===== config.mk =====
export PLATFORM = sky130hd
export DESIGN_NAME = pc_stack_flat
export DESIGN_NICKNAME = d
export VERILOG_FILES = /design/src/rtl/pc_pkg.sv /design/src/rtl/pc_stack_if.sv /design/src/rtl/lifo_stack.sv /design/src/rtl/pc_stack.sv /design/src/flat_wrapper.sv
export SDC_FILE = /design/constraint.sdc
export NUM_CORES = 1
export LEC_CHECK = 0
export ABC_AREA = 1
export BUFFER_PORTS_ARGS = -buffer_cell sky130_fd_sc_hd__buf_2
export CAP_MARGIN = 20
export CORE_UTILIZATION = 30
export DETAILED_ROUTE_END_ITERATION = 16
export HOLD_SLACK_MARGIN = 0.03
export SYNTH_ARGS = -nofsm -noshare
export SYNTH_HDL_FRONTEND = slang
export SYNTH_HIERARCHICAL = 1
export SYNTH_SLANG_ARGS = --single-unit

===== constraint.sdc =====
create_clock -name clock -period 3.5 [get_ports clock]
set_input_delay 0.175 -clock clock [delete_from_list [all_inputs] [get_ports clock]]
set_output_delay 0.175 -clock clock [all_outputs]
set_load 0.01 [all_outputs]

===== src/rtl/pc_pkg.sv =====
`default_nettype none
// ============================================================================
// Module      : pc_pkg
// Description : Action encoding and control priority encoder for pc_stack.
// Revision    : 1.0 - initial release
// ============================================================================
package pc_pkg;

    typedef logic [2:0] act_t;

    localparam act_t ACT_HOLD  = 3'd0;
    localparam act_t ACT_INC   = 3'd1;
    localparam act_t ACT_LOAD  = 3'd2;
    localparam act_t ACT_CALL  = 3'd3;
    localparam act_t ACT_RET   = 3'd4;
    localparam act_t ACT_CLEAR = 3'd5;

    // Exactly one action per edge: clear > ret > call > load > inc > hold.
    function automatic act_t encode_action(input logic clear, input logic ret,
                                           input logic call, input logic load,
                                           input logic inc);
        act_t act;
        if (clear)     act = ACT_CLEAR;
        else if (ret)  act = ACT_RET;
        else if (call) act = ACT_CALL;
        else if (load) act = ACT_LOAD;
        else if (inc)  act = ACT_INC;
        else           act = ACT_HOLD;
        return act;
    endfunction

endpackage
`default_nettype wire


===== src/rtl/pc_stack_if.sv =====
`default_nettype none
// ============================================================================
// Module      : pc_stack_if
// Description : Control/address bundle between CPU decode and pc_stack.
// Revision    : 1.0 - initial release
// ============================================================================
interface pc_stack_if #(
    parameter int WIDTH = 16,
    parameter int DEPTH = 8
);
    logic                     clear;
    logic                     load;
    logic                     inc;
    logic                     call;
    logic                     ret;
    logic [WIDTH-1:0]         in;
    logic [WIDTH-1:0]         out;
    logic [$clog2(DEPTH):0]   sp;
    logic                     full;
    logic                     empty;
    logic                     overflow;
    logic                     underflow;

    modport master (
        output clear, load, inc, call, ret, in,
        input  out, sp, full, empty, overflow, underflow
    );

    modport slave (
        input  clear, load, inc, call, ret, in,
        output out, sp, full, empty, overflow, underflow
    );
endinterface
`default_nettype wire


===== src/rtl/lifo_stack.sv =====
`default_nettype none
// ============================================================================
// Module      : lifo_stack
// Description : Return-address LIFO with combinational top-of-stack read.
// Revision    : 1.0 - initial release
// ============================================================================
module lifo_stack #(
    parameter int WIDTH = 16,
    parameter int DEPTH = 8
) (
    input  wire logic                     clock,
    input  wire logic                     reset,
    input  wire logic                     clr,
    input  wire logic                     push,
    input  wire logic                     pop,
    input  wire logic [WIDTH-1:0]         din,
    output logic      [WIDTH-1:0]         dout,
    output logic      [$clog2(DEPTH):0]   count,
    output logic                          full,
    output logic                          empty
);
    localparam int AW = $clog2(DEPTH);

    logic [WIDTH-1:0] mem_q [DEPTH];
    logic [AW:0]      count_q, count_d;
    logic [AW-1:0]    top_idx;

    // Count of DEPTH wraps the low bits to 0, so top_idx lands on DEPTH-1.
    assign top_idx = count_q[AW-1:0] - {{(AW-1){1'b0}}, 1'b1};
    assign dout    = mem_q[top_idx];
    assign count   = count_q;
    assign full    = (count_q == (AW+1)'(DEPTH));
    assign empty   = (count_q == '0);

    always_comb begin
        count_d = count_q;
        if (clr)       count_d = '0;
        else if (pop)  count_d = count_q - {{AW{1'b0}}, 1'b1};
        else if (push) count_d = count_q + {{AW{1'b0}}, 1'b1};
    end

    always_ff @(posedge clock or negedge reset) begin
        if (!reset) count_q <= '0;
        else        count_q <= count_d;
    end

    always_ff @(posedge clock) begin
        if (push && !clr && !pop) mem_q[count_q[AW-1:0]] <= din;
    end
endmodule
`default_nettype wire


===== src/rtl/pc_stack.sv =====
`default_nettype none
// ============================================================================
// Module      : pc_stack
// Description : Hack-style program counter with return-address stack and
//               sticky stack-fault flags.
// Revision    : 1.0 - initial release
// ============================================================================
module pc_stack
    import pc_pkg::*;
#(
    parameter int                 WIDTH        = 16,
    parameter int                 DEPTH        = 8,
    parameter logic [WIDTH-1:0]   RESET_VECTOR = '0
) (
    input  wire logic   clock,
    input  wire logic   reset,
    pc_stack_if.slave   bus
);
    act_t             act;
    logic [WIDTH-1:0] out_q, out_d;
    logic             overflow_q, overflow_d;
    logic             underflow_q, underflow_d;
    logic             stk_push, stk_pop, stk_clr;
    logic [WIDTH-1:0] stk_top;
    logic             stk_full, stk_empty;

    assign act = encode_action(bus.clear, bus.ret, bus.call, bus.load, bus.inc);

    always_comb begin
        out_d       = out_q;
        overflow_d  = overflow_q;
        underflow_d = underflow_q;
        stk_push    = 1'b0;
        stk_pop     = 1'b0;
        stk_clr     = 1'b0;
        case (act)
            ACT_CLEAR: begin
                out_d       = RESET_VECTOR;
                overflow_d  = 1'b0;
                underflow_d = 1'b0;
                stk_clr     = 1'b1;
            end
            ACT_RET: begin
                if (stk_empty) begin
                    underflow_d = 1'b1;
                end else begin
                    out_d   = stk_top;
                    stk_pop = 1'b1;
                end
            end
            ACT_CALL: begin
                // The jump is taken even when the push has to be dropped.
                out_d = bus.in;
                if (stk_full) overflow_d = 1'b1;
                else          stk_push   = 1'b1;
            end
            ACT_LOAD: out_d = bus.in;
            ACT_INC:  out_d = out_q + WIDTH'(1);
            default:  out_d = out_q;
        endcase
    end

    always_ff @(posedge clock or negedge reset) begin
        if (!reset) begin
            out_q       <= RESET_VECTOR;
            overflow_q  <= 1'b0;
            underflow_q <= 1'b0;
        end else begin
            out_q       <= out_d;
            overflow_q  <= overflow_d;
            underflow_q <= underflow_d;
        end
    end

    lifo_stack #(
        .WIDTH (WIDTH),
        .DEPTH (DEPTH)
    ) u_lifo (
        .clock (clock),
        .reset (reset),
        .clr   (stk_clr),
        .push  (stk_push),
        .pop   (stk_pop),
        .din   (out_q + WIDTH'(1)),
        .dout  (stk_top),
        .count (bus.sp),
        .full  (stk_full),
        .empty (stk_empty)
    );

    assign bus.out       = out_q;
    assign bus.full      = stk_full;
    assign bus.empty     = stk_empty;
    assign bus.overflow  = overflow_q;
    assign bus.underflow = underflow_q;
endmodule
`default_nettype wire

===== src/flat_wrapper.sv =====
// flat-port wrapper written by rule: the top's interface ports become plain ports
module pc_stack_flat import pc_pkg::*;
#(
    parameter int                 WIDTH        = 16,
    parameter int                 DEPTH        = 8,
    parameter logic [WIDTH-1:0]   RESET_VECTOR = '0
)
  (clock, reset, bus_clear, bus_load, bus_inc, bus_call, bus_ret, bus_in, bus_out, bus_sp, bus_full, bus_empty, bus_overflow, bus_underflow);
  pc_stack_if #(.WIDTH(WIDTH), .DEPTH(DEPTH)) bus_i ();
  input  wire logic clock;
  input  wire logic reset;
  input wire logic [$bits(bus_i.clear)-1:0] bus_clear;
  input wire logic [$bits(bus_i.load)-1:0] bus_load;
  input wire logic [$bits(bus_i.inc)-1:0] bus_inc;
  input wire logic [$bits(bus_i.call)-1:0] bus_call;
  input wire logic [$bits(bus_i.ret)-1:0] bus_ret;
  input wire logic [$bits(bus_i.in)-1:0] bus_in;
  output wire logic [$bits(bus_i.out)-1:0] bus_out;
  output wire logic [$bits(bus_i.sp)-1:0] bus_sp;
  output wire logic [$bits(bus_i.full)-1:0] bus_full;
  output wire logic [$bits(bus_i.empty)-1:0] bus_empty;
  output wire logic [$bits(bus_i.overflow)-1:0] bus_overflow;
  output wire logic [$bits(bus_i.underflow)-1:0] bus_underflow;
  assign bus_i.clear = bus_clear;
  assign bus_i.load = bus_load;
  assign bus_i.inc = bus_inc;
  assign bus_i.call = bus_call;
  assign bus_i.ret = bus_ret;
  assign bus_i.in = bus_in;
  assign bus_out = bus_i.out;
  assign bus_sp = bus_i.sp;
  assign bus_full = bus_i.full;
  assign bus_empty = bus_i.empty;
  assign bus_overflow = bus_i.overflow;
  assign bus_underflow = bus_i.underflow;
  pc_stack #(.WIDTH(WIDTH), .DEPTH(DEPTH), .RESET_VECTOR(RESET_VECTOR)) u_core (.clock(clock), .reset(reset), .bus(bus_i));
endmodule

==> impl_metrics.csv <==
group,metric,value,unit
grt,grt_pass1_vias,4729,
worst_setup_path,cp_cell_sequence,"inv_1 > ha_1 > inv_1 > nor3_1 > nor2_1 > nor2_1 > nand3_1 > nor2_2 > buf_4",
worst_setup_path,path_class,"reg2reg",
sta,setup_violations,0,
route,drc_errors,0,
synthesis,synth_ff_type,"edfxtp_1",
clock_tree,root_buffer,"clkbuf_16",
clock_tree,cts_setup_buffers,0,
sta,worstMarginPinSlew,930,ps
clock_tree,clockBufferDepth,2,
job,drv_cap,0,
route,wl_per_cell,15.7,microns
clock_tree,clk_latency,410,ps
finish,finalNetCount,814,
grt,grt_max_degree,75,
route,via_per_inst,4.54,
placed_design,dpl.hpwl,11700,microns
power_and_ir_drop,ir_drop,0.339,mV
clock_tree,cts_max_level,4,
route,drt_wl_total,17400,microns
floorplanning,dieHeight,155,microns
floorplanning,rows,55,
grt,antenna_found_initial,0,
placed_design,port_buffers,46,
synthesis,synth_nets,765,
placed_design,pre_cts_slack,702,ps
synthesis,ys_ff_latch,150,
grt,grt_pass1_wl,27400,microns
finish,layout-drive-gt1-share,13.8,%
synthesis,synth_edf_count,128,
worst_setup_path,crit_arrival,2940,ps
floorplanning,initial_core_util,30.7,%
outcome,status,"completed",
sta,skew,5.66,ps
synthesis,ys_seq_area_share,62.9,%
route,ant_nets,0,
clock_tree,clk_pin_slew_worst_paths,60,ps
finish,final_common_cell,"nand2_1",
clock_tree,cts_sinks,150,
sta,rsz0062_at_grt,"false",
power_and_ir_drop,p_per_area,779,nW/um^2
finish,antenna_cells,0,
sta,fin_crit_sh,80.6,%
sta,fin_tns_setup,0,ps
synthesis,netlist_instances,736,
hold_path,hp-class,"in2reg",
route,drt_iter0_drc,458,
grt,groute.usage.overall,15.1,%
worst_setup_path,critPathRequiredTime,3620,ps
worst_setup_path,slowest_stage,"nor2_2",
finish,area_growth_syn_to_layout,17.0,%
clock_tree,hold_buffers,1,
power_and_ir_drop,p_leak,3.38,nW
sta,finalHoldViolations,0,
sta,max_freq,0.355,GHz
worst_setup_path,worstSetupStartpointType,"flip-flop",
placed_design,globalplace.congestion,0.856,
sta,slew_headroom,37.8,%
synthesis,synth_area_per_cell,9.50,sq um
finish,fin_cells,1111,
sta,period_needed,2820,ps
worst_setup_path,critPathMaxStageDelay,500,ps
floorplanning,dieWidth,155,microns
floorplanning,die_area,23900,sq um
sta,timing.final.ws_setup,679,ps
finish,fillers,2290,
synthesis,ys_types,31,
route,drtPass1Iterations,5,
synthesis,synthArstFlopShare,14.7,%
sta,finalMaxSlewViolations,0,
worst_setup_path,path_max_fanout,9,
worst_setup_path,crit_family,"simple AND/OR/NAND/NOR gates",
synthesis,synth-warning-count,6,
finish,final_cell_mix,"nand2_1 (272), edfxtp_1 (128), nor2_1 (95)",
clock_tree,cts_made_buffers,17,
route,via_count,5043,
worst_setup_path,crit_buf_inv,3,
floorplanning,io_pins,47,
grt,grt_overflow_total,0,
clock_tree,tritoncts,"built",
clock_tree,cts_resized,0,
synthesis,netlist_area,6990,sq um
floorplanning,core_area,22800,sq um
placed_design,dp_cells,1078,
worst_setup_path,worstSetupEndpointType,"flip-flop",
-- power by group --
group	switching [mW]	internal, mW	total (mW)	leakage, nW
combinational	1.51	0.590	2.10	1.64
clock	0.703	1.19	1.90	0.288
sequential	0.153	2.22	2.38	1.46
-- flip-flops by register name (all words and copies together) (netlist names) --
register and flops:
u_core/bus.overflow 1, u_core/bus.out 16, u_core/u_lifo/count 4, u_core/u_lifo/mem_q 128, u_core/bus.underflow 1
-- worst register-to-register path, stage by stage (launching register included) --
cell,delay (ps)
dfrtp_1,450
inv_1,170
ha_1,180
inv_1,50
nor3_1,280
nor2_1,200
nor2_1,190
nand3_1,220
nor2_2,500
buf_4,280
-- metrics by stage --
| stage | total power [mW] | hold slack (ps) | cell area, sq um | utilization (%) |
|---|---|---|---|---|
| after floorplan | 3.76 | -121 | 6990 | - |
| after global placement | 4.48 | 187 | 7550 | 33.2 |
| after detailed placement | 4.50 | 189 | 7550 | 33.2 |
| after CTS | 6.40 | 66.3 | 8180 | 35.9 |
| after global routing | 6.74 | 90.0 | 8180 | 35.9 |
| final | 6.38 | 80.6 | 8180 | 35.9 |
-- path summary, 6_finish.rpt --
path / depth (start not counted) / slack [ps] / start / endpoint
setup / recovery: 9 / 680 / u_core/u_lifo/count[1]$_DFFE_PN0P_ / u_core/u_lifo/mem_q[5][9]$_DFFE_PP_
hold / removal: 5 / 80 / bus_in[6] / u_core/bus.out[6]$_DFFE_PN0P_
setup reg to reg: 9 / 680 / u_core/u_lifo/count[1]$_DFFE_PN0P_ / u_core/u_lifo/mem_q[5][9]$_DFFE_PP_
hold reg to reg: 2 / 480 / u_core/bus.underflow$_DFFE_PN0P_ / u_core/bus.underflow$_DFFE_PN0P_
max in group asynchronous: 2 / 2850 / reset / u_core/u_lifo/count[0]$_DFFE_PN0P_
min in group asynchronous: 2 / 270 / reset / u_core/bus.out[0]$_DFFE_PN0P_
-- Yosys cell counts, types with 2 or more instances --
cell        n  area (sq um)
xor2_1      5          43.8
nand2_1   272          1020
a22oi_1     3          22.5
buf_4       5          37.5
and2_1      5          31.3
nand3_1    29           145
dfrtp_1    22           551
clkbuf_1    5          18.8
nor2_4      3          33.8
buf_2      14          70.1
edfxtp_1  128          3840
ha_1        5          62.6
xnor2_1     2          17.5
a21oi_1     2          10.0
o21ai_1     9          45.0
nor3_1      7          35.0
nand4_1     3          18.8
buf_6       5          56.3
inv_2       4          15.0
nor2_1     99           372
nand2_2     3          18.8
inv_1      37           139
o21ai_0    61           305
-- logic make-up after synthesis --
kind of cell	count (synthesis)	synth area share [%]
simple gates	423	24.2
flops	150	62.9
compound gates	77	5.69
buf+inv	72	4.96
xor+xnor	8	1.11
fa+ha+maj	6	1.18
-- per-layer routing --
metal | GRT usage (%) | vias up | share of wire, %
li1 | - | 2519 | -
met1 | 22.3 | 2366 | 50
met2 | 22.5 | 141 | 45
met3 | 3.03 | 17 | 4.6
met4 | 4.20 | 0 | 1.1
met5 | 0 | - | 0
-- layout make-up --
type                    instances  area [sq um]  area share (%)
repair buffers                 60           338            4.13
clock buffers                  20           437            5.34
multi-input cells             514          2280            27.9
flip-flops and latches        150          4400            53.7
clock inverters                12           178            2.17
inverters                      42           160            1.96
well taps                     313           392            4.79
No activity file was read; power rests on OpenSTA's default activity.
